==> src/rtl/temporal_prop_monitor.sv <==
// Multi-channel hardware checker for "ante |-> ##[lo:hi] cons" obligations,
// with registered rose/fell/stable/past taps and saturating pass/fail tallies.
module temporal_prop_monitor #(
    parameter int NCH        = 4,
    parameter int PAST_DEPTH = 4,
    parameter int WIN_MAX    = 7,
    parameter int CNT_W      = 16
) (
    input  logic                            clk,
    input  logic                            rst,
    input  logic                            en,
    input  logic                            dis,
    input  logic                            clr,
    input  logic [NCH-1:0]                  ante,
    input  logic [NCH-1:0]                  cons,
    input  logic [$clog2(WIN_MAX+1)-1:0]    win_lo,
    input  logic [$clog2(WIN_MAX+1)-1:0]    win_hi,
    input  logic [$clog2(PAST_DEPTH+1)-1:0] past_sel,
    output logic [NCH-1:0]                  rose_o,
    output logic [NCH-1:0]                  fell_o,
    output logic [NCH-1:0]                  stable_o,
    output logic [NCH-1:0]                  past_o,
    output logic [NCH-1:0]                  pass_pulse,
    output logic [NCH-1:0]                  fail_pulse,
    output logic [NCH-1:0]                  fail_sticky,
    output logic [CNT_W-1:0]                pass_cnt,
    output logic [CNT_W-1:0]                fail_cnt
);

    localparam int WW  = $clog2(WIN_MAX + 1);
    localparam int PCW = $clog2(NCH + 1);

    typedef enum logic {IDLE, ARMED} state_t;

    // state/age are left as named arrays so external checkers can bind to them
    state_t                state     [NCH];
    state_t                nxt_state [NCH];
    logic [WW-1:0]         age       [NCH];
    logic [WW-1:0]         nxt_age   [NCH];
    logic [WW-1:0]         lo_q      [NCH];
    logic [WW-1:0]         hi_q      [NCH];
    logic [PAST_DEPTH-1:0] hist      [NCH];

    logic [NCH-1:0] h0;
    logic [NCH-1:0] past_tap;
    logic [NCH-1:0] pass_ev;
    logic [NCH-1:0] fail_ev;
    logic [WW-1:0]  lo_cl;
    logic [WW-1:0]  hi_cl;
    logic [WW-1:0]  hi_raw;

    function automatic logic [PCW-1:0] popcnt(input logic [NCH-1:0] v);
        logic [PCW-1:0] n;
        n = '0;
        for (int i = 0; i < NCH; i++) n = n + PCW'(v[i]);
        return n;
    endfunction

    function automatic logic [CNT_W-1:0] sat_add(input logic [CNT_W-1:0] a,
                                                 input logic [PCW-1:0]   n);
        logic [CNT_W:0] s;
        s = {1'b0, a} + (CNT_W+1)'(n);
        return s[CNT_W] ? '1 : s[CNT_W-1:0];
    endfunction

    always_comb begin
        lo_cl  = ({1'b0, win_lo} > (WW+1)'(WIN_MAX)) ? WW'(WIN_MAX) : win_lo;
        hi_raw = ({1'b0, win_hi} > (WW+1)'(WIN_MAX)) ? WW'(WIN_MAX) : win_hi;
        hi_cl  = (hi_raw < lo_cl) ? lo_cl : hi_raw;
    end

    always_comb begin
        for (int c = 0; c < NCH; c++) begin
            h0[c]       = hist[c][0];
            past_tap[c] = 1'b0;
            for (int i = 0; i < PAST_DEPTH; i++)
                if (int'(past_sel) == i + 1) past_tap[c] = hist[c][i];
        end
    end

    // Per-channel obligation decision; dis outranks every other outcome.
    always_comb begin
        for (int c = 0; c < NCH; c++) begin
            pass_ev[c]   = 1'b0;
            fail_ev[c]   = 1'b0;
            nxt_state[c] = state[c];
            nxt_age[c]   = age[c];
            if (state[c] == ARMED) begin
                if (dis) begin
                    nxt_state[c] = IDLE;
                end else if (cons[c] && (age[c] >= lo_q[c])) begin
                    pass_ev[c]   = 1'b1;
                    nxt_state[c] = IDLE;
                end else if (age[c] == hi_q[c]) begin
                    fail_ev[c]   = 1'b1;
                    nxt_state[c] = IDLE;
                end else begin
                    nxt_age[c] = age[c] + WW'(1);
                end
            end else if (en && !dis && ante[c]) begin
                if ((lo_cl == '0) && cons[c]) begin
                    pass_ev[c] = 1'b1;
                end else if (hi_cl == '0) begin
                    fail_ev[c] = 1'b1;
                end else begin
                    nxt_state[c] = ARMED;
                    nxt_age[c]   = WW'(1);
                end
            end
        end
    end

    always_ff @(posedge clk or posedge rst) begin
        if (rst) begin
            rose_o      <= '0;
            fell_o      <= '0;
            stable_o    <= '0;
            past_o      <= '0;
            pass_pulse  <= '0;
            fail_pulse  <= '0;
            fail_sticky <= '0;
            pass_cnt    <= '0;
            fail_cnt    <= '0;
            for (int c = 0; c < NCH; c++) begin
                state[c] <= IDLE;
                age[c]   <= '0;
                lo_q[c]  <= '0;
                hi_q[c]  <= '0;
                hist[c]  <= '0;
            end
        end else begin
            rose_o     <= ante & ~h0;
            fell_o     <= ~ante & h0;
            stable_o   <= ~(ante ^ h0);
            past_o     <= past_tap;
            pass_pulse <= pass_ev;
            fail_pulse <= fail_ev;
            for (int c = 0; c < NCH; c++) begin
                state[c] <= nxt_state[c];
                age[c]   <= nxt_age[c];
                // bounds track the config while idle and freeze once armed
                if (state[c] == IDLE) begin
                    lo_q[c] <= lo_cl;
                    hi_q[c] <= hi_cl;
                end
                hist[c][0] <= ante[c];
                for (int i = 1; i < PAST_DEPTH; i++) hist[c][i] <= hist[c][i-1];
            end
            if (clr) begin
                fail_sticky <= '0;
                pass_cnt    <= '0;
                fail_cnt    <= '0;
            end else begin
                fail_sticky <= fail_sticky | fail_ev;
                pass_cnt    <= sat_add(pass_cnt, popcnt(pass_ev));
                fail_cnt    <= sat_add(fail_cnt, popcnt(fail_ev));
            end
        end
    end

endmodule
==> config.mk <==
export PLATFORM = sky130hd
export DESIGN_NAME = temporal_prop_monitor
export DESIGN_NICKNAME = d
export VERILOG_FILES = /design/src/rtl/temporal_prop_monitor.sv
export SDC_FILE = /design/constraint.sdc
export NUM_CORES = 1
export LEC_CHECK = 0
export CAP_MARGIN = 20
export CORE_UTILIZATION = 40
export DETAILED_ROUTE_END_ITERATION = 8
export GPL_TIMING_DRIVEN = 0
export SLEW_MARGIN = 20
export SYNTH_ARGS = -nofsm -noshare
export SYNTH_HDL_FRONTEND = slang
export SYNTH_SLANG_ARGS = --single-unit
==> constraint.sdc <==
create_clock -name clk -period 7.4 [get_ports clk]
set_clock_uncertainty 0.05 [all_clocks]
set_input_delay 1.11 -clock clk [delete_from_list [all_inputs] [get_ports clk]]
set_output_delay 1.11 -clock clk [all_outputs]
set_load 0.05 [all_outputs]
## Word-level counts from Yosys, hierarchy flattened

Cells that the tools add are included.

| operators by class | value |
|---|---|
| $add $sub $neg | 12 |
| order comparisons | 5 |
| equal/unequal tests | 28 |
| mux-type cells | 117 |
| bitwise logic cells | 7 |
| reductions and logical operators | 24 |

Operator list:

| operator | count |
|---|---|
| $mux 1 | 86 |
| $mux 3 | 26 |
| $mux 16 | 4 |
| $ne 2x2->1 const B | 20 |
| $add 16x3->17 | 2 |
| $reduce_and 6->1 | 4 |
| $logic_and 1x1->1 | 13 |
| $add 3x1->3 const B | 4 |
| $eq 3x3->1 | 4 |
| $ge 3x3->1 | 4 |
| $not 4->4 | 3 |
| $eq 3x3->1 const B | 3 |
| $and 4x4->4 | 2 |
| $reduce_bool 2->1 | 4 |
| $add 2x1->3 | 2 |
| $add 3x1->3 | 2 |
| $logic_not 3->1 | 2 |
| $add 1x1->2 | 2 |
| $mux 4 | 1 |
| $or 4x4->4 | 1 |
| $xor 4x4->4 | 1 |
| $eq 3x2->1 const B | 1 |
| $lt 3x3->1 | 1 |
| $logic_not 1->1 | 1 |

| storage, ports and cells | value |
|---|---|
| register bits | 116 |
| bits of input ports | 22 |
| output and inout port bits | 60 |
| word-level logic and storage cells | 222 |

## Depth between registers and ports, before layout

Gate-level depths: netlist of the first run.

| logic depth | value |
|---|---|
| depth after elaboration | 13 |
| gate-level depth with buffers | 17 |
| gate-level depth less buffers | 17 |

## Least setup slack after synthesis of the first run

OpenSTA, ideal clock, no wires.

| timing path | value |
|---|---|
| path type | input to register |
| from | input win_lo[2] |
| to | register fail_cnt[10] |
| library setup time | 0.137 ns |
| data arrival time | 4.762 ns |
| required time | 7.213 ns |
| slack | 2.451 ns |
| cell stages on the path | 17 |
| buffers on the path | 2 |
| cell sequence | inv_1 ha_1 a21oi_2 mux2_4 o41ai_4 o2bb2ai_1 fa_1 inv_1 fa_1 inv_1 fa_1 and4_1 nand3_1 or3_1 clkbuf_1 clkbuf_1 a21oi_1 |

| on the way | value |
|---|---|
| elaborated cells on any way between the ends | 27 |
| those cells by class | 4 x add/sub; 1 x order compare; 16 x mux; 6 x reduce/logical |

RTL lines:

| item | RTL line | source |
|---|---|---|
| start, declared | 16 | `input logic [$clog2(WIN_MAX+1)-1:0] win_lo,` |
| $lt 3x3->1 | 69 | `hi_cl = (hi_raw < lo_cl) ? lo_cl : hi_raw;` |
| $mux 3 | 69 |  |
| $logic_not 3->1 | 103 | `end else if (hi_cl == '0) begin` |
| $mux 1 | 103 |  |
| $mux 1 * | 101 | `if ((lo_cl == '0) && cons[c]) begin` |
| $mux 1 * | 100 | `end else if (en && !dis && ante[c]) begin` |
| $mux 1 * | 88 | `if (state[c] == ARMED) begin` |
| named net fail_ev[2] | 47 | `logic [NCH-1:0] fail_ev;` |
| $add 2x1->3 * | 55 | `for (int i = 0; i < NCH; i++) n = n + PCW'(v[i]);` |
| $add 3x1->3 * | 55 |  |
| $add 16x3->17 * | 62 | `s = {1'b0, a} + (CNT_W+1)'(n);` |
| $mux 16 * | 63 | `return s[CNT_W] ? '1 : s[CNT_W-1:0];` |
| $mux 16 * | 149 | `if (clr) begin` |
| end signal, assigned | 156 | `fail_cnt <= sat_add(fail_cnt, popcnt(fail_ev));` |
| end, declared | 27 | `output logic [CNT_W-1:0] fail_cnt` |

Mark *: on every way through the listed nets, which the timed path passes. The rest lies on a longest branch.
A chain may end at the register's enable or synchronous reset.

## Worst setup path after layout of the first run

| timing path | value |
|---|---|
| from | input win_lo[2] |
| to | register fail_cnt[8] |

| on the way | value |
|---|---|
| word-level cells in the longest chain between the ends | 13 |
| elaborated cells on any way between the ends | 27 |
| those cells by class | 4 x add/sub; 1 x order compare; 16 x mux; 6 x reduce/logical |

Ends and longest elaborated chain:

| item | RTL line |
|---|---|
| $lt 3x3->1 | 69 |
| $mux 3 | 69 |
| $logic_not 3->1 | 103 |
| $mux 1 | 103 |
| $mux 1 * | 101 |
| $mux 1 * | 100 |
| $mux 1 * | 88 |
| named net fail_ev[0] | 47 |
| $add 1x1->2 * | 55 |
| $add 2x1->3 * | 55 |
| $add 3x1->3 * | 55 |
| $add 16x3->17 * | 62 |
| $mux 16 * | 63 |
| $mux 16 * | 149 |

Marked as above.

==> impl_results.md, run 1 <==
* Run status: completed
* Number of enable flip-flop cells after synthesis at 0
* Initial Util at 0.412
* Share of the synthesized area in the top cell type at 0.531
* Element type at the critical path end: register
* Area after DPL at 6520 um^2
* Final setup viols at 0
* Mapped Nets at 552
* Critical Path RT at 7.62 ns
* Final instance area at 7170 um^2
* Max H-tree Level at 4
* Post-route ant nets at 0
* Worst Hold Margin at 0.323 ns
* Fmax at 170 MHz
* Top FF cell, synth: dfrtp_1
* Initial antenna violation count at 0
* Fin cells at 784
* Synth unique cells at 45
* Period utilisation layout at 0.795
* Count leader, synth: dfrtp_1
* Crit Path Max Fanout at 10
* Worst-Margin Slew at 0.998 ns
* Synth top area cells: dfrtp_1, ha_1, a21oi_1
* CTS tree: built
* First-pass GRT wire length at 19300 um
* Maximum number of pins on one net before global-route repair at 69
* Vias in the first global route at 3890
* Clock Path Buffers at 2
* Pre-antenna DRT Iters at 4
* Die Height at 119 um
* Commonest cells in the netlist: dfrtp_1, a21oi_1, inv_1, nand2_1, ha_1
* Area growth syn-to-layout at 31.1%
* VDD IR-drop max at 0.000146 V
* Std cell rows at 42
* Syn. warnings at 0
* Post-Route WL at 11500 um
* PnR worst setup slack at 1.52 ns
* Critical Path AT at 6.10 ns
* Worst hold path class: reg -> reg
* Post-detail-place hpwl at 8320 um
* Routed WL per cell at 14.7 um
* Synthesized area per cell at 11.0 um^2
* Crit path time final at 5.88 ns
* Number of remaining DRC errors at 0
* Mapped Area at 5470 um^2
* IO Pins at 82
* Reg-to-Reg Start: age[3]$_DFFE_PP0P_
* CP Class: in -> reg
* Post-CTS setup buffers at 0
* Slew Limit Headroom at 0.330
* Count of hold-fix buffers inserted at cts at 0
* RD Place Congestion at 0.795
* DP Cell Count at 752
* Seq/Total Area, Yosys at 0.531
* IO buf count at 79
* Antenna cells at 0
* Clk Latency, worst-skew pair at 0.41 ns
* GR Util All Layers at 0.179
* Static Leak at 3.26 nW
* Hold Crit Start: hist[10]$_DFF_PP0_
* Total gr overflow at 0
* Setup crit start: win_lo[2]
* Clock sinks at 116
* Cells after Synth at 496
* Hold Vio Cnt, Final at 0
* Flop2flop setup slack at 2.88 ns
* P per Cell Area at 293 nW/um^2
* Post-CTS resize count at 0
* Die area at 14200 um^2
* Final count of pins violating max slew at 0
* Max-cap violation count at 0
* RSZ-0062 raised after global routing: false
* Root buf cell: clkbuf_16
* Core footprint at 13300 um^2
* Clk pin slew, worst setup/hold paths at 0.05 ns
* Setup TNS at 0 ns
* Post-synth top area cell: dfrtp_1
* Layout Nets at 651
* Die W at 119 um
* Worst slack at placement at 1.10 ns
* CP startpoint kind: primary input
* Layout cells sized above 1 at 0.104
* Yosys reg bits at 116
* Via count at 3946
* Avg Vias per Cell at 5.03
* Share of synthesized registers carrying an async set or reset at 1.00
* Num CTS Buffers at 17
* Iter 0 DRT Violations at 211
## per-stage QoR
stage	power, mW	util
after detailed placement	1.23	0.490
after global routing	2.22	0.539
after CTS	2.13	0.539
after global placement	1.21	0.488
after floorplan	1.10	-
final	2.10	0.539
## critical path: stages
cell,delay [ns]
clkdlybuf4s50_1,0.50
inv_1,0.14
ha_1,0.35
a21oi_2,0.23
mux2_4,0.37
o41ai_4,0.64
a22o_1,0.38
fa_1,0.45
inv_1,0.09
fa_1,0.16
inv_1,0.06
fa_1,0.41
and4_1,0.21
nand3_1,0.16
or3_1,0.14
clkbuf_1,0.20
clkbuf_1,0.38
a21oi_1,0.13
## power by group
group / internal (mW) / switching [mW]
sequential: 0.715 / 0.0689
combinational: 0.197 / 0.231
clock: 0.616 / 0.275
total: 1.53 / 0.575
## final timing paths
| path | cells past startpoint | end |
|---|---|---|
| max reg2reg | 17 | fail_cnt[8]$_DFF_PP0_ |
| max in group asynchronous | 3 | lo_q[1]$_DFFE_PP0N_ |
| min | 0 | hist[11]$_DFF_PP0_ |
| min reg2reg | 0 | hist[11]$_DFF_PP0_ |
| min in group asynchronous | 2 | pass_cnt[11]$_DFF_PP0_ |
| max | 18 | fail_cnt[8]$_DFF_PP0_ |
## logic make-up after synthesis
kind of cell,Yosys count,share of synthesized area
AND/OR/NAND/NOR,132,0.124
flip-flops,116,0.531
AO/OA/AOI/OAI,104,0.121
buffers and inverters,53,0.0370
adder cells (fa/ha/maj),34,0.0860
XOR/XNOR,33,0.0528
multiplexers,24,0.0489
## registers in the layout, indices dropped and copies added (netlist names), 12 cells and up
register and flops:
hist 12, hi_q 12, age 12, pass_cnt 16, fail_cnt 16, lo_q 12
## routing by layer
layer | track usage | part of all wire | vias to the layer above
met4 | 0.0815 | 0.025 | 0
met2 | 0.291 | 0.49 | 93
met1 | 0.222 | 0.45 | 1920
li1 | - | - | 1907
met3 | 0.0498 | 0.040 | 26
met5 | 0 | 0 | -
## cell type report
type,instances,area [um^2]
Timing Repair Buffer,80,818
Inverter,41,159
Buffer,12,48.8
Clock inverter,8,144
Sequential cell,116,2900
Fill cell,1139,6120
Multi-Input combinational cell,327,2370
Tap cell,176,220
Clock buffer,24,512
## cell usage in the layout (no fill, tap or decap), types with 6 or more instances in the layout
master           netlist  final
inv_1                 41     40
clkbuf_8               0      6
nor3_1                 8      8
xnor2_1               14     14
nand3b_1               9      9
ha_1                  28     28
nand2_1               41     41
a21oi_1               41     41
o21ai_0               15     15
clkdlybuf4s50_1        0     79
nand3_1               14     14
nor2b_1                7      7
dfrtp_1              116    116
mux2_2                18     18
fa_1                   6      6
nand2b_1              14     14
clkbuf_1               9     10
a21o_1                13     13
nor2_1                16     16
o21a_1                 6      6
o22ai_1                8      8
clkbuf_16              0     17
xor2_1                19     19
Note: power is estimated with default switching activity, not from simulation.
==> inputs of run 2 (changes only) <==
clock period = 5.46 ns   (was 7.4 ns; I/O delays follow)
==> run 2 against run 1 <==
Total power rose by 36%. Clock-buffer cell count did not move. Worst hold slack got worse by 0.00088 ns. Register-to-register slack got worse by 1.8 ns. Combinational power rose by 36%. Non-clock buffer count rose by 3. Final area rose by 0.33%. Sequential power rose by 35%. Via count barely moved. Final cell count rose by 0.38%. Global-route usage rose by 0.063 points. Flip-flop and latch count did not move. Critical endpoint unchanged. Largest cell class unchanged.
==> impl_results.md, run 2 (synthesis results as in run 1) <==
* First-pass GRT wire length at 19400 um
* Via count at 3943
* Core footprint at 13300 um^2
* Clock sinks at 116
* RSZ-0062 raised after global routing: false
* Total gr overflow at 0
* Std cell rows at 42
* Setup TNS at 0 ns
* Slew Limit Headroom at 0.325
* RD Place Congestion at 0.795
* Count of hold-fix buffers inserted at cts at 0
* Clk Latency, worst-skew pair at 0.41 ns
* P_int at 2.07 mW
* Crit Path Max Fanout at 10
* Final setup viols at 0
* Worst-Margin Slew at 1.00 ns
* P per Cell Area at 397 nW/um^2
* Layout Nets at 654
* Period utilisation layout at 0.960
* Top Registers: fail_cnt: 16 flops, pass_cnt: 16 flops
* Root buf cell: clkbuf_16
* Fmax at 191 MHz
* GR Util All Layers at 0.180
* Crit path time final at 5.24 ns
* Iter 0 DRT Violations at 181
* Maximum number of pins on one net before global-route repair at 69
* CP startpoint kind: primary input
* CTS tree: built
* Post-route ant nets at 0
* Worst hold path class: reg -> reg
* Sw Share at 0.273
* Final count of pins violating max slew at 0
* CP Class: in -> reg
* Die area at 14200 um^2
* Clock Power Share at 0.423
* Most frequent cells in the layout: dfrtp_1, clkdlybuf4s50_1, a21oi_1, nand2_1, inv_1
* Pre-antenna DRT Iters at 4
* Critical Path AT at 5.52 ns
* Initial antenna violation count at 0
* Initial Util at 0.412
* Die Height at 119 um
* Die W at 119 um
* NetSw at 0.780 mW
* Clk pin slew, worst setup/hold paths at 0.05 ns
* Vias in the first global route at 3893
* Hold Vio Cnt, Final at 0
* Most common cell after layout, fill and taps aside: dfrtp_1
* Post-detail-place hpwl at 8320 um
* Combinational share of power at 0.204
* Antenna cells at 0
* Num CTS Buffers at 17
* Max-cap violation count at 0
* Clock Path Buffers at 2
* Critical Path RT at 5.74 ns
* Max H-tree Level at 4
* Avg Vias per Cell at 5.01
* Util after Layout at 0.541
* Sequential power share at 0.373
* Fill count at 1136
* Element type at the critical path end: register
* Layout cells sized above 1 at 0.110
* VDD IR-drop max at 0.000198 V
* Routed WL per cell at 14.7 um
* Area growth syn-to-layout at 31.5%
* Post-Route WL at 11600 um
* Number of remaining DRC errors at 0
* Run status: completed
* IO Pins at 82
* Static Leak at 3.28 nW
* IO buf count at 79
==> run 2: layout make-up <==
| cell class | instances | area, um^2 | area share |
|---|---|---|---|
| Buffer | 12 | 50.0 | 0.00696 |
| Clock buffer | 24 | 512 | 0.0711 |
| Clock inverter | 8 | 144 | 0.0200 |
| Inverter | 41 | 159 | 0.0221 |
| Multi-Input combinational cell | 327 | 2370 | 0.329 |
| Sequential cell | 116 | 2900 | 0.403 |
| Tap cell | 176 | 220 | 0.0306 |
| Timing Repair Buffer | 83 | 841 | 0.117 |
==> run 2: metrics by stage <==
| stage | area, um^2 | std cells | setup slack (ns) | power (mW) | hold slack, ns |
|---|---|---|---|---|---|
| 2_1_floorplan | 5470 | 496 | 0.802 | 1.49 | 0.303 |
| 3_3_place_gp | 6480 | 751 | -0.522 | 1.64 | 0.307 |
| 3_5_place_dp | 6520 | 752 | -0.554 | 1.66 | 0.315 |
| 6_report | 7190 | 787 | 0.219 | 2.85 | 0.322 |
| 5_1_grt | 7190 | 787 | 0.0157 | 3.01 | 0.338 |
| 4_1_cts | 7190 | 787 | 0.153 | 2.88 | 0.326 |
==> run 2: worst paths after layout <==
check                              startpoint                     end  slack [ns]  cells past startpoint
max reg2reg                age[3]$_DFFE_PP0P_   fail_cnt[8]$_DFF_PP0_        1.08                     17
min in group asynchronous                 rst  pass_cnt[11]$_DFF_PP0_        0.77                      2
max                                 win_lo[0]   fail_cnt[8]$_DFF_PP0_        0.22                     15
min reg2reg                hist[10]$_DFF_PP0_      hist[11]$_DFF_PP0_        0.32                      0
max in group asynchronous                 rst     lo_q[1]$_DFFE_PP0N_        3.90                      3
min                        hist[10]$_DFF_PP0_      hist[11]$_DFF_PP0_        0.32                      0
==> run 2: what timing repair did <==
item,in CTS,in global routing
buffers inserted,3,0
pin swaps,1,0
resized for setup,0,2
setup endpoints to repair,10,10
==> run 2: worst max-delay path: stages <==
cell	delay (ns)
clkdlybuf4s50_1	0.60
nor3_1	0.90
a21oi_1	0.22
a22o_1	0.36
fa_1	0.50
inv_1	0.06
fa_1	0.37
inv_1	0.10
fa_1	0.23
and4_1	0.25
nand3_1	0.17
or3_1	0.40
clkbuf_1	0.16
clkbuf_2	0.21
a21oi_1	0.16
==> run 2: metal layers <==
layer,vias to the layer above,track usage,share of wire
met5,-,0,0
met4,0,0.0815,0.025
met3,25,0.0498,0.041
met2,95,0.288,0.48
met1,1911,0.226,0.45
li1,1912,-,-
==> run 2: power groups by stage <==
stage / logic (mW) / registers [mW] / clock network, mW
floorplan: 0.371 / 1.12 / 0
global placement: 0.563 / 1.08 / 0
detailed placement: 0.582 / 1.08 / 0
CTS: 0.589 / 1.07 / 1.23
global route: 0.659 / 1.08 / 1.27
finish: 0.583 / 1.06 / 1.21
